$ cat src/rtl/reg_wr_pkg.sv
// +----------------------------------------------------------------------+
// | reg_wr_pkg : shared constants and types for the register write arbiter|
// | Revision   : 1.0                                                      |
// +----------------------------------------------------------------------+
`default_nettype none

package reg_wr_pkg;

  localparam int DATA_W_DFLT = 32;
  localparam int ADDR_W_DFLT = 5;
  localparam int CNT_W_DFLT  = 16;

  // Tie-break owner: which requester wins when both are valid.
  typedef enum logic {
    PRIO_A = 1'b0,
    PRIO_M = 1'b1
  } prio_e;

  localparam int REG_ZERO = 0;

endpackage

`default_nettype wire

$ cat src/rtl/rr_arb2.sv
// +----------------------------------------------------------------------+
// | rr_arb2  : two-way round-robin grant with freeze input                |
// | Revision : 1.0                                                        |
// +----------------------------------------------------------------------+
`default_nettype none

module rr_arb2
  import reg_wr_pkg::*;
(
  input  logic       clk,
  input  logic       rst,
  input  logic       hold,
  input  logic [1:0] req,
  output logic [1:0] rdy,
  output logic [1:0] gnt
);

  prio_e r_prio;
  prio_e w_prio_nxt;

  always_ff @(posedge clk or negedge rst) begin
    if (!rst) begin
      r_prio <= PRIO_A;
    end else begin
      r_prio <= w_prio_nxt;
    end
  end

  // Ready does not depend on the requester's own valid, only on the rival.
  always_comb begin
    rdy        = 2'b00;
    w_prio_nxt = r_prio;
    if (!hold) begin
      rdy[0] = !req[1] || (r_prio == PRIO_A);
      rdy[1] = !req[0] || (r_prio == PRIO_M);
    end
    gnt = req & rdy;
    if (gnt[0]) begin
      w_prio_nxt = PRIO_M;
    end else if (gnt[1]) begin
      w_prio_nxt = PRIO_A;
    end
  end

endmodule

`default_nettype wire

$ cat src/rtl/reg_wr_arbiter.sv
// +----------------------------------------------------------------------+
// | reg_wr_arbiter : shares the register bank write port between the ALU  |
// |                  and load writeback paths; FORWARD_EN adds a bypass   |
// | Revision       : 1.0                                                  |
// +----------------------------------------------------------------------+
`default_nettype none

module reg_wr_arbiter
  import reg_wr_pkg::*;
#(
  parameter int DATA_W = DATA_W_DFLT,
  parameter int ADDR_W = ADDR_W_DFLT,
  parameter int CNT_W  = CNT_W_DFLT
) (
  input  logic              clk,
  input  logic              rst,
  input  logic              hold,
  input  logic              a_valid,
  output logic              a_ready,
  input  logic [ADDR_W-1:0] a_addr,
  input  logic [DATA_W-1:0] a_data,
  input  logic              m_valid,
  output logic              m_ready,
  input  logic [ADDR_W-1:0] m_addr,
  input  logic [DATA_W-1:0] m_data,
  output logic              rf_we,
  output logic [ADDR_W-1:0] rf_addr,
  output logic [DATA_W-1:0] rf_data,
  output logic [CNT_W-1:0]  stall_cnt
`ifdef FORWARD_EN
  ,
  input  logic [ADDR_W-1:0] rd_addr1,
  input  logic [ADDR_W-1:0] rd_addr2,
  input  logic [DATA_W-1:0] rf_r1,
  input  logic [DATA_W-1:0] rf_r2,
  output logic [DATA_W-1:0] r1_fwd,
  output logic [DATA_W-1:0] r2_fwd
`endif
);

  localparam logic [ADDR_W-1:0] C_ZERO = ADDR_W'(REG_ZERO);

  logic [1:0]        w_rdy;
  logic [1:0]        w_gnt;
  logic [ADDR_W-1:0] w_sel_addr;
  logic [DATA_W-1:0] w_sel_data;
  logic              w_stall;

  logic              r_we;
  logic [ADDR_W-1:0] r_addr;
  logic [DATA_W-1:0] r_data;
  logic [CNT_W-1:0]  r_stall;

  rr_arb2 u_arb (
    .clk  (clk),
    .rst  (rst),
    .hold (hold),
    .req  ({m_valid, a_valid}),
    .rdy  (w_rdy),
    .gnt  (w_gnt)
  );

  assign a_ready    = w_rdy[0];
  assign m_ready    = w_rdy[1];
  assign w_sel_addr = w_gnt[1] ? m_addr : a_addr;
  assign w_sel_data = w_gnt[1] ? m_data : a_data;
  assign w_stall    = (a_valid && !w_rdy[0]) || (m_valid && !w_rdy[1]);

  // x0 writes are consumed but never reach the bank; address/data hold.
  always_ff @(posedge clk or negedge rst) begin
    if (!rst) begin
      r_we    <= 1'b0;
      r_addr  <= '0;
      r_data  <= '0;
      r_stall <= '0;
    end else begin
      r_we <= 1'b0;
      if ((|w_gnt) && (w_sel_addr != C_ZERO)) begin
        r_we   <= 1'b1;
        r_addr <= w_sel_addr;
        r_data <= w_sel_data;
      end
      if (w_stall && (r_stall != '1)) begin
        r_stall <= r_stall + CNT_W'(1);
      end
    end
  end

  assign rf_we     = r_we;
  assign rf_addr   = r_addr;
  assign rf_data   = r_data;
  assign stall_cnt = r_stall;

`ifdef FORWARD_EN
  assign r1_fwd = (r_we && (r_addr != C_ZERO) && (r_addr == rd_addr1)) ? r_data : rf_r1;
  assign r2_fwd = (r_we && (r_addr != C_ZERO) && (r_addr == rd_addr2)) ? r_data : rf_r2;
`endif

endmodule

`default_nettype wire

$ cat config.mk
export PLATFORM = sky130hd
export DESIGN_NAME = reg_wr_arbiter
export DESIGN_NICKNAME = d
export VERILOG_FILES = /design/src/rtl/reg_wr_pkg.sv /design/src/rtl/rr_arb2.sv /design/src/rtl/reg_wr_arbiter.sv
export SDC_FILE = /design/constraint.sdc
export NUM_CORES = 1
export LEC_CHECK = 0
export ABC_AREA = 1
export CAP_MARGIN = 20
export CORE_UTILIZATION = 47
export CTS_BUF_LIST = sky130_fd_sc_hd__clkbuf_8
export CTS_CLUSTER_SIZE = 20
export DETAILED_ROUTE_END_ITERATION = 10
export PLACE_DENSITY = 0.89
export SLEW_MARGIN = 5
export SYNTH_ARGS = -nofsm -noshare
export SYNTH_HDL_FRONTEND = slang
export SYNTH_SLANG_ARGS = --single-unit
$ cat constraint.sdc
create_clock -name clk -period 3.22 [get_ports clk]
set_clock_uncertainty 0.05 [all_clocks]
set_input_delay 0.644 -clock clk [delete_from_list [all_inputs] [get_ports clk]]
set_output_delay 0.644 -clock clk [all_outputs]
set_load 0.02 [all_outputs]
# Word-level counts from Yosys, hierarchy flattened
# Index checks and enable logic that the tools add are counted.
# word_totals
ram_bits,0
ff_bits,55
elab_cells,29
out_inout_bits,56
mem_count,0
romBits,0
latch_bits,0
in_bits,79
# classes
bitwise,2
n_mul,0
n_mux,6
n_addsub,1
n_div,0
eq_ne,1
reduce_logical,14
magnitude_cmp,0
n_shift,0
# ops
op,n
32-bit 2-to-1 mux,1
"16-bit by 1-bit adder with 16-bit output, second input constant",1
"16-bit != test, second input constant",1
5-bit 2-to-1 mux,1
5-bit nonzero test,1
1-bit logical AND,4
1-bit zero test,4
1-bit logical OR,3
1-bit 2-to-1 mux,3
2-bit bitwise AND,1
2-bit 2-to-1 mux,1
2-bit nonzero test,1
2-bit OR reduction,1
1-bit NOT,1

# Longest topological paths before layout
# depth
ltp_word,8
mapped_depth,12
ltp_nobuf,11

# Cells and area by module
# A second synthesis with hierarchy kept.
# hier_totals
hier_cells,443
hier_area_um2,3030.4
# by_module_without_submodules
module,area_each_um2,seq_area_each_um2,cells_per_inst,instances
reg_wr_arbiter,2941.6,1351.3,430,1
rr_arb2,88.8,25.0,13,1

# Least setup slack after synthesis
# OpenSTA, ideal clock, no wires.
# synth_path
path_kind,input-to-reg
startpoint,in m_valid
endpoint,reg r_addr[0] (netlist: rf_addr[0])
t_arrival_ns,1.853
path_buffers,2
t_required_ns,3.053
setup_time_ns,0.117
slack_ns,1.200
path_stages,9
cell_sequence,a21oi_2 nand2_1 nand2_1 inv_1 o21bai_2 buf_4 buf_6 nand2_1 nand2_1
# synth_via
elab_chain_len,6
elab_cells_between_ends,8
classes_between,mux: 2; bitwise: 1; reduce/logical: 5
# synth_lines
item,line_no,rtl
"start, declared",reg_wr_arbiter.sv:22,"input logic m_valid,"
1-bit zero test,rr_arb2.sv:34,rdy[0] = !req[1] || (r_prio == PRIO_A);
1-bit logical OR,rr_arb2.sv:34,
2-bit 2-to-1 mux,rr_arb2.sv:33,if (!hold) begin
2-bit bitwise AND *,rr_arb2.sv:37,gnt = req & rdy;
2-bit OR reduction,reg_wr_arbiter.sv:78,if ((|w_gnt) && (w_sel_addr != C_ZERO)) begin
1-bit logical AND,reg_wr_arbiter.sv:78,
"end signal, assigned",reg_wr_arbiter.sv:80,r_addr <= w_sel_addr;
"end, declared",reg_wr_arbiter.sv:50,logic [ADDR_W-1:0] r_addr;
# Every way passes the cells marked *; elsewhere a longest branch is shown, timed or not.
# A chain may end at the register's enable or synchronous reset.

# Final worst setup path
# layout_path
startpoint,in m_valid
endpoint,out a_ready
# layout_via
elab_chain_len,3
# layout_lines
item,line_no,rtl
1-bit zero test,rr_arb2.sv:34,
1-bit logical OR,rr_arb2.sv:34,
2-bit 2-to-1 mux,rr_arb2.sv:33,
"end, declared",reg_wr_arbiter.sv:19,"output logic a_ready,"
# Every way passes these cells.

==> results.json <==
{
  "async_reset_ff_frac": 1.00,
  "cts.repair.resized": 0,
  "cts_num_sinks": 55,
  "port_buffers": 134,
  "layout.area.seq_mm2": 0.00138,
  "post-route-min-period_ns": 2.79,
  "initial_core_util": 0.498,
  "globalRouteTotalUtil": 0.267,
  "floorplan.die.width_um": 81.9,
  "cts_post_setup_buffers_inserted": 0,
  "worstSkewPairLatency_ns": 0.32,
  "cts_hold_buf": 0,
  "placed_cells": 624,
  "routed_wirelength_mm": 8.31,
  "path_max_fanout": 7,
  "fin_nets": 636,
  "drtPass1Iterations": 5,
  "path_cells": "clkdlybuf4s50_1 -> a21oi_2 -> clkdlybuf4s50_1",
  "io_pins": 135,
  "synth.distinct_cells": 27,
  "grt_first_pass_wirelength_mm": 13.5,
  "synth-seq-cells": 55,
  "cp_data_required_time_ns": 2.53,
  "setup_viol": 0,
  "cts_buffers": 5,
  "clockBufferDepth": 2,
  "criticalPathCategory": "primary input to output port",
  "timing.final.hold_violations": 0,
  "max_stage_delay_ns": 0.63,
  "cell_with_the_most_instances_after_synthesis": "nand2_1",
  "detailedRoute.firstIterationViolations": 150,
  "synth_enable_flop_cells": 0,
  "synth_area_per_cell_um2": 7.04,
  "cts_htree_levels": 2,
  "viasPerCell": 5.04,
  "placeableCoreArea_mm2": 0.00603,
  "netlist_top_cells_count": "nand2_1 (224), dfrtp_1 (55), nand3_1 (46)",
  "die-area_mm2": 0.00670,
  "cts-root-buf": "clkbuf_8",
  "fp-row-count": 28,
  "seq_area_frac_synth": 0.459,
  "hold_path_class": "primary input to async pin",
  "maxCapViolCount": 0,
  "netlist_top_cells_area": "dfrtp_1 (46%), nand2_1 (28%), nand3_1 (7.7%), inv_1 (3.3%), xnor2_1 (2.0%)",
  "antenna_found_initial": 0,
  "area_growth_pct": 49.2,
  "routability_driven_placement_congestion_ratio": 0.817,
  "max-slew-margin-rel": 0.587,
  "detailed_place_hpwl_mm": 6.37,
  "timing.critical_path.mode_cell": "clkdlybuf4s50_1",
  "final_global_route_overflow_total": 0,
  "vdd_drop_max_v": 0.000369,
  "critical_path.endpoint_type": "output port",
  "drc": 0,
  "critPathSlowestCell": "clkdlybuf4s50_1",
  "syn-cell-area_mm2": 0.00300,
  "pin_count_of_the_biggest_net_entering_global_routing": 37,
  "final.setup.tns_ns": 0,
  "power_leakage_nw": 2.22,
  "synthesis.nets": 506,
  "grt_setup_unrepaired": "false",
  "synth_top_cell_area_share": 0.459,
  "first_global_vias": 3079,
  "synth-main-ff-cell": "dfrtp_1",
  "per_cell_routed_wire_length_um": 13.2,
  "final_cell_count_no_fill": 632,
  "worstSetupStartpointType": "primary input",
  "dr_total_vias": 3185,
  "cts.clk_slew.worst_paths_ns": 0.10,
  "die_h_um": 81.9,
  "synth_warnings": 0,
  "antenna_cells_inserted": 0,
  "post-route-period-util": 0.867,
  "drive_above_1_share": 0.0485,
  "max_freq_mhz": 358,
  "worst-slew-pin-transition_ns": 0.617,
  "power-per-cell-area_mw_per_mm2": 525,
  "fillers": 471,
  "cts_tree": "built",
  "total_area_of_multi_input_combinational_cells_mm2": 0.00142,
  "critical_path_arrival_ns": 2.10,
  "outcome": "finished, final reports clean",
  "yosys.area.top_type": "dfrtp_1",
  "postRouteAntennaNets": 0,
  "maxSlewViolCount": 0,
  "synth_cells": 426
}
## path summary, 6_finish.rpt
check	end	start	depth (start not counted)	slack, ns
hold / removal	stall_cnt[13]	rst	1	0.23
max in group asynchronous	rf_data[31]	rst	2	2.10
min in group clk	rf_data[1]	rf_data[1]	2	0.43
setup reg to reg	rf_data[17]	u_arb.r_prio	10	1.03
setup / recovery	a_ready	m_valid	3	0.43
hold reg to reg	rf_data[1]	rf_data[1]	2	0.43
## cells in the final DEF, fill, tap and decap left out, drive strengths merged
| cell type | n |
|---|---|
| nand2 | 227 |
| clkdlybuf4s50 | 133 |
| dfrtp | 55 |
| nand3 | 47 |
| inv | 27 |
| nor2 | 13 |
| o21ai | 10 |
| buf | 9 |
| xnor2 | 7 |
| nand4 | 6 |
| clkbuf | 5 |
| xor2 | 4 |
| nor3 | 3 |
| a21oi | 3 |
| clkinvlp | 2 |
| o21bai | 1 |
| o22ai | 1 |
| nor4 | 1 |
| or2 | 1 |
| ha | 1 |
| clkinv | 1 |
## power by group
group          switching [mW]  leakage (nW)  internal [mW]  total [mW]
clock                   0.235        0.0402          0.152       0.387
sequential              0.128         0.695          0.844       0.972
combinational           0.515          1.48          0.476       0.991
total                   0.877          2.22           1.47        2.35
## layout make-up
class	instances	share of cell area
Timing Repair Buffer	142	0.312
Clock inverter	3	0.00448
Clock buffer	5	0.0154
Tap cell	75	0.0210
Sequential cell	55	0.308
Inverter	27	0.0227
Multi-Input combinational cell	325	0.316
## stage by stage
stage                     utilization  setup WS [ns]  instance area (µm²)  hold slack, ns  total power, mW
after detailed placement        0.727          0.347                 4380           0.409             1.98
after global routing            0.742          0.382                 4470           0.277             2.49
after global placement          0.727          0.490                 4380           0.404             1.95
final                           0.742          0.430                 4470           0.233             2.35
after CTS                       0.742          0.451                 4470           0.248             2.36
after floorplan                     -           1.20                 3000           0.298             1.46
## logic make-up after synthesis
logic type | after synthesis | synth area share
compound gates | 15 | 0.0301
simple gates | 298 | 0.406
buf+inv | 46 | 0.0689
xor+xnor | 11 | 0.0321
flops | 55 | 0.459
fa+ha+maj | 1 | 0.00417
## sequential cells by signal, summed over array words and instances (netlist names)
name and count:
rf_addr 5, stall_cnt 16, u_arb.r_prio 1, rf_data 32, rf_we 1
## critical path, delay by kind of cell
kind                   cells  cell delay [ns]
buffers and inverters      2             1.18
AOI/OAI and AO/OA          1             0.27
## layer usage
| metal | GRT usage | vias up | part of all wire |
|---|---|---|---|
| met4 | 0.111 | 0 | 0.025 |
| met5 | 0 | - | 0 |
| met2 | 0.494 | 123 | 0.52 |
| met1 | 0.290 | 1467 | 0.39 |
| met3 | 0.0589 | 18 | 0.067 |
| li1 | - | 1577 | - |
(Power assumes the default switching activity.)
